<file path="src/rtl/adc_pkg.sv">
// Shared types and sizing helpers for the ADC serial transmit path.
package adc_pkg;

    localparam int unsigned ADC_DATA_W     = 12;
    localparam int unsigned ADC_LEAD_ZEROS = 4;

    typedef enum logic [1:0] {
        IDLE,
        FRAME,
        GAP
    } adc_tx_state_t;

    // Counter width able to hold values up to n-1, never narrower than one bit.
    function automatic int unsigned ctr_w(input int unsigned n);
        int unsigned w;
        w = $clog2(n);
        return (w == 0) ? 1 : w;
    endfunction

endpackage

</file>
<file path="src/rtl/adc_sdo_tx_if.sv">
// Sample-stream handshake plus the cs_n/sclk/sdo serial link of the ADC transmitter.
interface adc_sdo_tx_if
    import adc_pkg::*;
#(
    parameter int unsigned DATA_W = ADC_DATA_W
) ();

    logic [DATA_W-1:0] s_data;
    logic              s_valid;
    logic              s_ready;
    logic              cs_n;
    logic              sclk;
    logic              sdo;
    logic              busy;
    logic              frame_done;

    // Sample source and serial receiver side.
    modport master (
        output s_data, s_valid,
        input  s_ready, cs_n, sclk, sdo, busy, frame_done
    );

    // Transmitter side.
    modport slave (
        input  s_data, s_valid,
        output s_ready, cs_n, sclk, sdo, busy, frame_done
    );

endinterface

</file>
<file path="src/rtl/sclk_tick_gen.sv">
// Clock-enable pulse every CLK_DIV cycles; sync clear realigns the phase to a frame start.
module sclk_tick_gen
    import adc_pkg::*;
#(
    parameter int unsigned CLK_DIV = 2
) (
    input  logic clk,
    input  logic rst_n,
    input  logic clr,
    output logic tick_c
);

    localparam int unsigned CW = ctr_w(CLK_DIV);
    localparam logic [CW-1:0] LAST = CW'(CLK_DIV - 1);

    logic [CW-1:0] cnt_q;

    always_ff @(posedge clk) begin
        if (!rst_n || clr) begin
            cnt_q <= '0;
        end else if (cnt_q == LAST) begin
            cnt_q <= '0;
        end else begin
            cnt_q <= cnt_q + CW'(1);
        end
    end

    assign tick_c = (cnt_q == LAST);

endmodule

</file>
<file path="src/rtl/adc_sdo_tx.sv">
// ADC-device end of the serial link: frames buffered samples onto cs_n/sclk/sdo, MSB first.
module adc_sdo_tx
    import adc_pkg::*;
#(
    parameter int unsigned DATA_W     = ADC_DATA_W,
    parameter int unsigned LEAD_ZEROS = ADC_LEAD_ZEROS,
    parameter int unsigned CLK_DIV    = 2,
    parameter int unsigned GAP_BITS   = 1
) (
    input logic         clk,
    input logic         rst_n,
    adc_sdo_tx_if.slave bus
);

    localparam int unsigned N  = LEAD_ZEROS + DATA_W;
    localparam int unsigned G  = GAP_BITS * 2 * CLK_DIV;
    localparam int unsigned BW = ctr_w(N + 1);
    localparam int unsigned GW = ctr_w(G);
    localparam logic [BW-1:0] BIT_LAST = BW'(N);
    localparam logic [GW-1:0] GAP_LOAD = GW'(G - 1);

    adc_tx_state_t     state_q, state_d;
    logic [N-1:0]      sr_q, sr_d;
    logic [BW-1:0]     bit_q, bit_d;
    logic [GW-1:0]     gap_q, gap_d;
    logic [DATA_W-1:0] buf_q, buf_d;
    logic              full_q, full_d;
    logic              ready_q, ready_d;
    logic              cs_n_q, cs_n_d;
    logic              sclk_q, sclk_d;
    logic              busy_q, busy_d;
    logic              fd_q, fd_d;
    logic              tick_c;
    logic              load_c;
    logic              accept_c;

    sclk_tick_gen #(.CLK_DIV(CLK_DIV)) u_tick (
        .clk    (clk),
        .rst_n  (rst_n),
        .clr    (load_c),
        .tick_c (tick_c)
    );

    always_ff @(posedge clk) begin
        if (!rst_n) begin
            state_q <= IDLE;
            sr_q    <= '0;
            bit_q   <= '0;
            gap_q   <= '0;
            buf_q   <= '0;
            full_q  <= 1'b0;
            ready_q <= 1'b0;
            cs_n_q  <= 1'b1;
            sclk_q  <= 1'b1;
            busy_q  <= 1'b0;
            fd_q    <= 1'b0;
        end else begin
            state_q <= state_d;
            sr_q    <= sr_d;
            bit_q   <= bit_d;
            gap_q   <= gap_d;
            buf_q   <= buf_d;
            full_q  <= full_d;
            ready_q <= ready_d;
            cs_n_q  <= cs_n_d;
            sclk_q  <= sclk_d;
            busy_q  <= busy_d;
            fd_q    <= fd_d;
        end
    end

    always_comb begin
        state_d  = state_q;
        sr_d     = sr_q;
        bit_d    = bit_q;
        gap_d    = gap_q;
        buf_d    = buf_q;
        full_d   = full_q;
        cs_n_d   = cs_n_q;
        sclk_d   = sclk_q;
        busy_d   = busy_q;
        fd_d     = 1'b0;
        load_c   = 1'b0;
        accept_c = bus.s_valid && ready_q;

        case (state_q)
            IDLE: begin
                if (full_q) load_c = 1'b1;
            end
            FRAME: begin
                if (tick_c) begin
                    if (sclk_q) begin
                        // A fall after the N-th rise ends the frame instead of dropping sclk.
                        if (bit_q == BIT_LAST) begin
                            state_d = GAP;
                            cs_n_d  = 1'b1;
                            sr_d    = '0;
                            fd_d    = 1'b1;
                            gap_d   = GAP_LOAD;
                        end else begin
                            sclk_d = 1'b0;
                            if (bit_q != '0) sr_d = sr_q << 1;
                        end
                    end else begin
                        sclk_d = 1'b1;
                        bit_d  = bit_q + BW'(1);
                    end
                end
            end
            GAP: begin
                if (gap_q == '0) begin
                    if (full_q) begin
                        load_c = 1'b1;
                    end else begin
                        state_d = IDLE;
                        busy_d  = 1'b0;
                    end
                end else begin
                    gap_d = gap_q - GW'(1);
                end
            end
            default: state_d = IDLE;
        endcase

        if (load_c) begin
            state_d = FRAME;
            sr_d    = N'(buf_q);
            bit_d   = '0;
            cs_n_d  = 1'b0;
            sclk_d  = 1'b1;
            busy_d  = 1'b1;
        end

        if (accept_c) begin
            full_d = 1'b1;
            buf_d  = bus.s_data;
        end else if (load_c) begin
            full_d = 1'b0;
        end
        ready_d = !full_d;
    end

    assign bus.s_ready    = ready_q;
    assign bus.cs_n       = cs_n_q;
    assign bus.sclk       = sclk_q;
    assign bus.sdo        = sr_q[N-1];
    assign bus.busy       = busy_q;
    assign bus.frame_done = fd_q;

endmodule

</file>
<file path="src/flat_wrapper.sv">
// flat-port wrapper written by rule: the top's interface ports become plain ports
module adc_sdo_tx_flat import adc_pkg::*;
#(
    parameter int unsigned DATA_W     = ADC_DATA_W,
    parameter int unsigned LEAD_ZEROS = ADC_LEAD_ZEROS,
    parameter int unsigned CLK_DIV    = 2,
    parameter int unsigned GAP_BITS   = 1
)
  (clk, rst_n, bus_s_data, bus_s_valid, bus_s_ready, bus_cs_n, bus_sclk, bus_sdo, bus_busy, bus_frame_done);
  adc_sdo_tx_if #(.DATA_W(DATA_W)) bus_i ();
  input logic clk;
  input logic rst_n;
  input wire logic [$bits(bus_i.s_data)-1:0] bus_s_data;
  input wire logic [$bits(bus_i.s_valid)-1:0] bus_s_valid;
  output wire logic [$bits(bus_i.s_ready)-1:0] bus_s_ready;
  output wire logic [$bits(bus_i.cs_n)-1:0] bus_cs_n;
  output wire logic [$bits(bus_i.sclk)-1:0] bus_sclk;
  output wire logic [$bits(bus_i.sdo)-1:0] bus_sdo;
  output wire logic [$bits(bus_i.busy)-1:0] bus_busy;
  output wire logic [$bits(bus_i.frame_done)-1:0] bus_frame_done;
  assign bus_i.s_data = bus_s_data;
  assign bus_i.s_valid = bus_s_valid;
  assign bus_s_ready = bus_i.s_ready;
  assign bus_cs_n = bus_i.cs_n;
  assign bus_sclk = bus_i.sclk;
  assign bus_sdo = bus_i.sdo;
  assign bus_busy = bus_i.busy;
  assign bus_frame_done = bus_i.frame_done;
  adc_sdo_tx #(.DATA_W(DATA_W), .LEAD_ZEROS(LEAD_ZEROS), .CLK_DIV(CLK_DIV), .GAP_BITS(GAP_BITS)) u_core (.clk(clk), .rst_n(rst_n), .bus(bus_i));
endmodule
</file>
<file path="config.mk">
export PLATFORM = sky130hd
export DESIGN_NAME = adc_sdo_tx_flat
export DESIGN_NICKNAME = d
export VERILOG_FILES = /design/src/rtl/adc_pkg.sv /design/src/rtl/adc_sdo_tx_if.sv /design/src/rtl/sclk_tick_gen.sv /design/src/rtl/adc_sdo_tx.sv /design/src/flat_wrapper.sv
export SDC_FILE = /design/constraint.sdc
export NUM_CORES = 1
export LEC_CHECK = 0
export BUFFER_PORTS_ARGS = -buffer_cell sky130_fd_sc_hd__buf_2
export CAP_MARGIN = 10
export CORE_ASPECT_RATIO = 1.75
export CORE_MARGIN = 8
export CORE_UTILIZATION = 31
export CTS_BUF_LIST = sky130_fd_sc_hd__clkbuf_16
export DETAILED_ROUTE_END_ITERATION = 16
export GPL_TIMING_DRIVEN = 1
export PLACE_DENSITY = 0.55
export SLEW_MARGIN = 30
export SYNTH_ARGS = -nofsm -noshare
export SYNTH_HDL_FRONTEND = slang
export SYNTH_SLANG_ARGS = --single-unit
</file>
<file path="constraint.sdc">
create_clock -name clk -period 3.1 [get_ports clk]
set_clock_uncertainty 0.2 [all_clocks]
set_input_delay 0.31 -clock clk [delete_from_list [all_inputs] [get_ports clk]]
set_output_delay 0.31 -clock clk [all_outputs]
set_load 0.1 [all_outputs]
</file>
==> results of run 1 <==
[flip-flops by register name, indices dropped and copies added (netlist names), 2 cells and up]
signal / cells
u_core.sr_q: 16
u_core.state_q: 2
u_core.buf_q: 12
u_core.bit_q: 5
u_core.gap_q: 2
[report_power, final]
part / switching [mW] / internal, mW / leakage [nW]
clock: 0.202 / 0.290 / 0.0738
combinational: 0.0585 / 0.0247 / 0.430
sequential: 0.0103 / 0.579 / 0.357
[cell usage in the layout (no fill, tap or decap), types with 3 or more instances in the layout]
cell type  netlist  layout
a21boi_0        14      14
a21oi_1          7       7
buf_2            5      20
clkbuf_16        0       5
dfxtp_1         44      44
ha_1             3       3
inv_1           10      12
mux2i_1          3       3
nand2_1         39      39
nand2b_1         3       3
nand3_1          4       4
nand4_1         22      22
nor2_1           6       6
o211ai_1        11      11
o21ai_0          7       7
o221ai_1         3       3
[cells by family (layout without fill, tap and decap cells)]
| family | count (synthesis) | count (layout) |
|---|---|---|
| compound gates | 56 | 56 |
| xor+xnor | 1 | 1 |
| fa+ha+maj | 3 | 3 |
| buf+inv | 29 | 40 |
| flops | 44 | 44 |
| mux | 3 | 3 |
| simple gates | 89 | 89 |
[worst max-delay path, cell delays in order, from the launching register on]
cell and delay, ns:
dfxtp_1 0.39, inv_1 0.06, ha_1 0.22, or3b_1 0.51, nor3_4 0.06, o311a_1 0.33
[metal layers]
| metal | vias to the layer above | GRT usage (%) | share of wire (%) | wire, um |
|---|---|---|---|---|
| met2 | 19 | 17.3 | 54 | 2330 |
| met5 | - | 0 | 0 | 0 |
| met3 | 10 | 1.81 | 1.7 | 75 |
| met1 | 748 | 9.86 | 42 | 1810 |
| li1 | 837 | - | - | - |
| met4 | 0 | 6.29 | 3.1 | 136 |
[through the flow]
step / instances / hold slack, ns / cell area, um^2 / util (%)
finish: 318 / 0.0728 / 2290 / 35.3
floorplan: 225 / 0.240 / 2050 / -
CTS: 318 / 0.0707 / 2290 / 35.3
detailed placement: 310 / 0.257 / 2150 / 33.2
global route: 318 / 0.0786 / 2290 / 35.3
global placement: 310 / 0.253 / 2150 / 33.2
[final cells by class]
| class | count | share of cell area [%] |
|---|---|---|
| clock inverter | 3 | 0.492 |
| sequential | 44 | 38.5 |
| timing repair buffer | 22 | 5.03 |
| multi-input combinational | 152 | 44.4 |
| clock buffer | 5 | 5.47 |
| tap | 82 | 4.48 |
| inverter | 10 | 1.64 |
[worst max path at each step]
| stage | from | to | slack (ns) | depth (start not counted) |
|---|---|---|---|---|
| 2_1_floorplan | u_core.bus.sclk | u_core.sr_q[4] | 1.0 | 3 |
| 3_3_place_gp | u_core.bit_q[0] | u_core.gap_q[1] | 1.26 | 5 |
| 5_1_grt | u_core.bit_q[0] | u_core.sr_q[11] | 1.08 | 5 |
| 6_report | u_core.bit_q[0] | u_core.gap_q[1] | 1.22 | 5 |
| 4_1_cts | u_core.bit_q[0] | u_core.gap_q[1] | 1.20 | 5 |
| 3_5_place_dp | u_core.bit_q[0] | u_core.gap_q[1] | 1.22 | 5 |
==> parameters.txt, run 1 <==
Parameter                              Value

Placed design
  Worst Setup Slack post-DPL    1.22 ns
  Count of buffers inserted at the top-level ports    20
  Hpwl dp    3150 um
  RD Place Congestion    0.779

Min path
  Hold_sp    bus_s_data[4]
  Path type of the worst min-delay path    input pin to flip-flop
  Hold Path Stages    3
  Endpoint of the worst hold path    u_core.buf_q[4]

Setup path
  Register-to-register path setup slack    1.22 ns
  Startpoint of the most critical register-to-register path    u_core.bit_q[0]
  Cell depth of the worst flop-to-flop path    5
  Required arrival time at the worst endpoint    3.08 ns
  Crit Reg-Reg Endpoint    u_core.gap_q[1]
  Peak fanout along the critical path    14
  Crit path DAT    1.85 ns
  Startpoint types    flip-flop
  Worst setup path class    flip-flop to flip-flop
  Setup crit end kind    flip-flop

Routing
  WL per Instance    13.7 um
  Routed Wire Length    4350 um
  Router iterations before antenna repair    4
  DRC Markers    0
  Violation count after the first detailed-routing iteration    47
  Detail-routed via count per cell    5.08
  Number of vias after detailed routing    1614
  Residual antenna-violating net count after detailed routing    0

Clocking
  Sinks on Clock Net    44
  CTS Buf Count    5
  Max H-tree Level    2
  Number of cells upsized or downsized after cts    0
  TritonCTS clock tree    done
  Buffer count from post-CTS setup fixing    0
  Max clock buf depth    2
  CTS Hold Bufs    0
  Root buf cell    clkbuf_16
  Clock latency on the worst-skew pair    0.28 ns
  Worst-path clk slew    0.06 ns

Logic synthesis
  Simple-gate area share of the yosys netlist    24.6%
  Cell variety after synth    46
  Netlist Area Pre-Place    2050 um^2
  Combinational family with the most area after synthesis    simple AND/OR/NAND/NOR gates
  Post-synthesis cell count    225
  Syn Nets    243
  Count of flip-flops with a built-in enable after synthesis    0
  Portion of the post-synthesis area used by sequential elements    42.9%
  Most instantiated flip-flop cell in the synthesis netlist    dfxtp_1
  Biggest area consumer among synthesized cells    dfxtp_1
  Fraction of the mapped netlist area in adder cells    1.83%
  Leading cell types by total area after synthesis    dfxtp_1 43%, nand2_1 7.1%, nand4_1 6.7%, a21boi_0 5.1%, o211ai_1 4.0%
  Synthesis warning total    0
  Top cell type's share of synthesized area    42.9%
  Most instantiated library cell after synthesis    dfxtp_1
  Total of flip-flops plus latches after synthesis    44
  Share of flip-flops with an asynchronous set or reset    0%
  Synthesized area divided by synthesized cell count    9.13 um^2
  Top cells by instance count after synthesis    44 x dfxtp_1, 39 x nand2_1, 22 x nand4_1
  Synthesized-area fraction occupied by ao, oa, aoi and oai cells    21.1%
  Fraction of synthesized area in multiplexers    1.46%
  Area share of xor/xnor cells in the synthesized design    0.426%

Final layout
  Area of all sequential standard cells    881 um^2
  Inserted Diodes    0
  Fraction of layout cells with a size suffix above 1    16.1%
  Number of nets in the finished design    253
  Area of the multi-input gates    1020 um^2
  Fillcell total    670
  Area growth syn-to-layout    11.4%

Run
  Maximum Capacitance Violations    0

Timing
  Slew at the pin closest to its max-slew limit    0.856 ns
  Post-route fraction of the period consumed by the critical path    60.5%
  Final count of negative-setup-slack endpoints    0
  Final total negative setup slack    0 ns
  Rel. slew slack    42.8%
  Final hold violation count    0
  Final critical-path setup slack    1.22 ns
  Minimum clock period after layout    1.88 ns
  Max Freq    533 MHz
  Number of max-slew violations in the final report    0
  Unrepaired setup endpoints after global routing    no

Floorplanning
  Die Wd    77.5 um
  Number of cell rows    39
  Die Area    9590 um^2
  Initial core utilization    31.7%
  Die extent in y    124 um
  Core region area    6490 um^2
  Number of I/O pins    21

Pwr
  Power density normalized to cell area    509 nW/um^2
  Total Power Consumption    1.16 mW
  Reported leakage power    0.861 nW
  Worst-case vdd ir drop    0.000343 V

Global route
  Global-route wire length before repair    7400 um
  Remaining global-route overflow    0
  Via count of the first global-routing pass    1589
  Maximum number of pins on one net before global-route repair    40
  Initial antenna violation count    0
  Tot GR Track Use    9.55%

Status
  Outcome    finished, final reports clean
No activity file was read; power rests on OpenSTA's default activity.
==> inputs of run 2 (changes only) <==
PLACE_DENSITY = 0.57   (was 0.55)
clock period = 1.6 ns   (was 3.1 ns; I/O delays follow)
==> parameters.txt, run 2 (synthesis results as in run 1) <==
Parameter                              Value

Status
  Outcome    finished with violations
  Violations in the final reports    negative setup slack

Floorplanning
  Die extent in y    124 um
  Initial core utilization    31.7%
  Die Area    9590 um^2
  Number of cell rows    39
  Core region area    6490 um^2
  Die Wd    77.5 um
  Number of I/O pins    21

Pwr
  Share of total power consumed by net switching    24.7%
  Share of total power in sequential cells    48.4%
  Relative contribution of the clock network to total power    43.0%
  Power dissipated by switching net loads    583 uW
  Power density normalized to cell area    878 nW/um^2
  Internal cell power    1.78 mW
  Total Power Consumption    2.36 mW
  Combinational share of power    8.6%
  Worst-case vdd ir drop    0.000777 V
  Reported leakage power    1.04 nW

Placed design
  Total placed cells including tap cells    327
  Worst Setup Slack post-DPL    -0.0985 ns
  Count of buffers inserted at the top-level ports    20
  RD Place Congestion    0.768
  Hpwl dp    3400 um

Setup path
  Required arrival time at the worst endpoint    1.57 ns
  Setup crit end kind    flip-flop
  Crit path DAT    1.58 ns
  Peak fanout along the critical path    6
  Startpoint types    flip-flop
  Kind of cell adding the most delay to the critical path    simple AND/OR/NAND/NOR gates
  Standard cell with the maximum stage delay on the critical path    or3b_1
  Crit path buf inv count    3
  Path length in cells of the critical path    7
  Cell depth of the worst flop-to-flop path    7
  Delay contributed by the slowest stage of the critical path    0.36 ns
  Register-to-register path setup slack    -0.01 ns
  Startpoint of the most critical register-to-register path    u_core.bit_q[0]
  Worst setup path class    flip-flop to flip-flop
  Critical Path, Cell by Cell    inv_2 > ha_4 > or3b_1 > buf_6 > buf_4 > nand3_1 > a21oi_1
  Crit Reg-Reg Endpoint    u_core.sr_q[15]

Global route
  Remaining global-route overflow    0
  Tot GR Track Use    10.7%
  Via count of the first global-routing pass    1772
  Global-route wire length before repair    8260 um
  Maximum number of pins on one net before global-route repair    26
  Initial antenna violation count    0

Timing
  Fin Hold WS    0.264 ns
  Rel. slew slack    67.1%
  Final total negative setup slack    -0.0547 ns
  Slew at the pin closest to its max-slew limit    0.497 ns
  Final critical-path setup slack    -0.0122 ns
  Max Freq    620 MHz
  Minimum clock period after layout    1.61 ns
  Unrepaired setup endpoints after global routing    yes
  Final hold violation count    0
  Number of max-slew violations in the final report    0
  Final count of negative-setup-slack endpoints    6
  Post-route fraction of the period consumed by the critical path    101%

Final layout
  Area of the multi-input gates    1080 um^2
  Largest register by flop count    u_core.sr_q
  Inserted Diodes    0
  Fraction of layout cells with a size suffix above 1    29.2%
  Area of all sequential standard cells    892 um^2
  Fillcell total    651
  Post-layout instance count excluding filler cells    353
  Most frequent cells in the layout    39 x nand2_1, 39 x dfxtp_1, 22 x nand4_1
  Number of nets in the finished design    288
  Flip-flop count of the largest register after layout    16
  Area growth syn-to-layout    30.9%
  Largest registers ranked by flip-flop count    u_core.sr_q x16, u_core.buf_q x12, u_core.bit_q x5

Clocking
  Root buf cell    clkbuf_16
  Clock latency on the worst-skew pair    0.29 ns
  CTS Buf Count    5
  TritonCTS clock tree    done
  Sinks on Clock Net    44
  Max clock buf depth    2
  Worst-path clk slew    0.06 ns
  Max H-tree Level    2

Routing
  DRC Markers    0
  Routed Wire Length    4730 um
  Number of vias after detailed routing    1755
  Residual antenna-violating net count after detailed routing    0
  Detail-routed via count per cell    4.97
  Violation count after the first detailed-routing iteration    46
  Router iterations before antenna repair    4
  WL per Instance    13.4 um

Run
  Maximum Capacitance Violations    0

Min path
  Endpoint of the worst hold path    u_core.buf_q[2]
  Hold Path Stages    2
  Path type of the worst min-delay path    flip-flop to flip-flop
  Hold_sp    u_core.buf_q[2]
run 2: repair_timing:
| item | CTS | global route |
|---|---|---|
| pin swaps | 4 | 9 |
| cloned | 2 | 0 |
| hold endpoints to repair | 13 | 0 |
| resized for setup | 8 | 11 |
| hold buffers | 13 | 0 |
| endpoints found under the setup margin | 17 | 30 |
| setup buffers | 3 | 0 |
run 2: worst max path at each step:
stage	start	endpoint	slack (ns)
after global routing	u_core.bit_q[0]	u_core.sr_q[10]	-0.08
final	u_core.bit_q[0]	u_core.sr_q[15]	-0.01
after global placement	u_core.state_q[0]	u_core.sr_q[1]	-0.1
after floorplan	u_core.bit_q[1]	u_core.sr_q[10]	0.02
after CTS	u_core.bit_q[1]	u_core.gap_q[1]	-0.07
after detailed placement	u_core.state_q[0]	u_core.sr_q[8]	-0.1
run 2: stage by stage:
step / instance area [um^2] / utilization [%]
6_report: 2690 / 41.4
5_1_grt: 2690 / 41.4
4_1_cts: 2660 / 41.0
3_5_place_dp: 2310 / 35.7
3_3_place_gp: 2310 / 35.7
2_1_floorplan: 2080 / -
run 2: layer usage:
metal  routed length [um]  vias up  part of all wire [%]  global-route usage, %
li1                     -      909                     -                      -
met1                 1900      821                    40                   10.4
met2                 2590       18                    55                   20.4
met3                  105        7                   2.2                   2.10
met4                  126        0                   2.7                   6.77
met5                    0        -                     0                      0
run 2: cell type report:
type / count / share of cell area, %
Multi-Input combinational cell: 153 / 40.2
Clock buffer: 5 / 4.65
Sequential cell: 44 / 33.2
Inverter: 10 / 1.40
Timing Repair Buffer: 56 / 16.1
Clock inverter: 3 / 0.605
Tap cell: 82 / 3.81
run 2: power groups by stage:
stage | logic [mW] | registers (mW) | clock network, mW
2_1_floorplan | 0.0925 | 1.20 | 0
3_3_place_gp | 0.175 | 1.17 | 0
3_5_place_dp | 0.175 | 1.17 | 0
4_1_cts | 0.204 | 1.14 | 1.04
5_1_grt | 0.223 | 1.15 | 1.09
6_report | 0.204 | 1.14 | 1.01
run 2: tightest hold or removal path, cell delays in order, from the launching register on:
cell and delay (ns):
dfxtp_1 0.31, nand2_1 0.05, a21boi_0 0.06
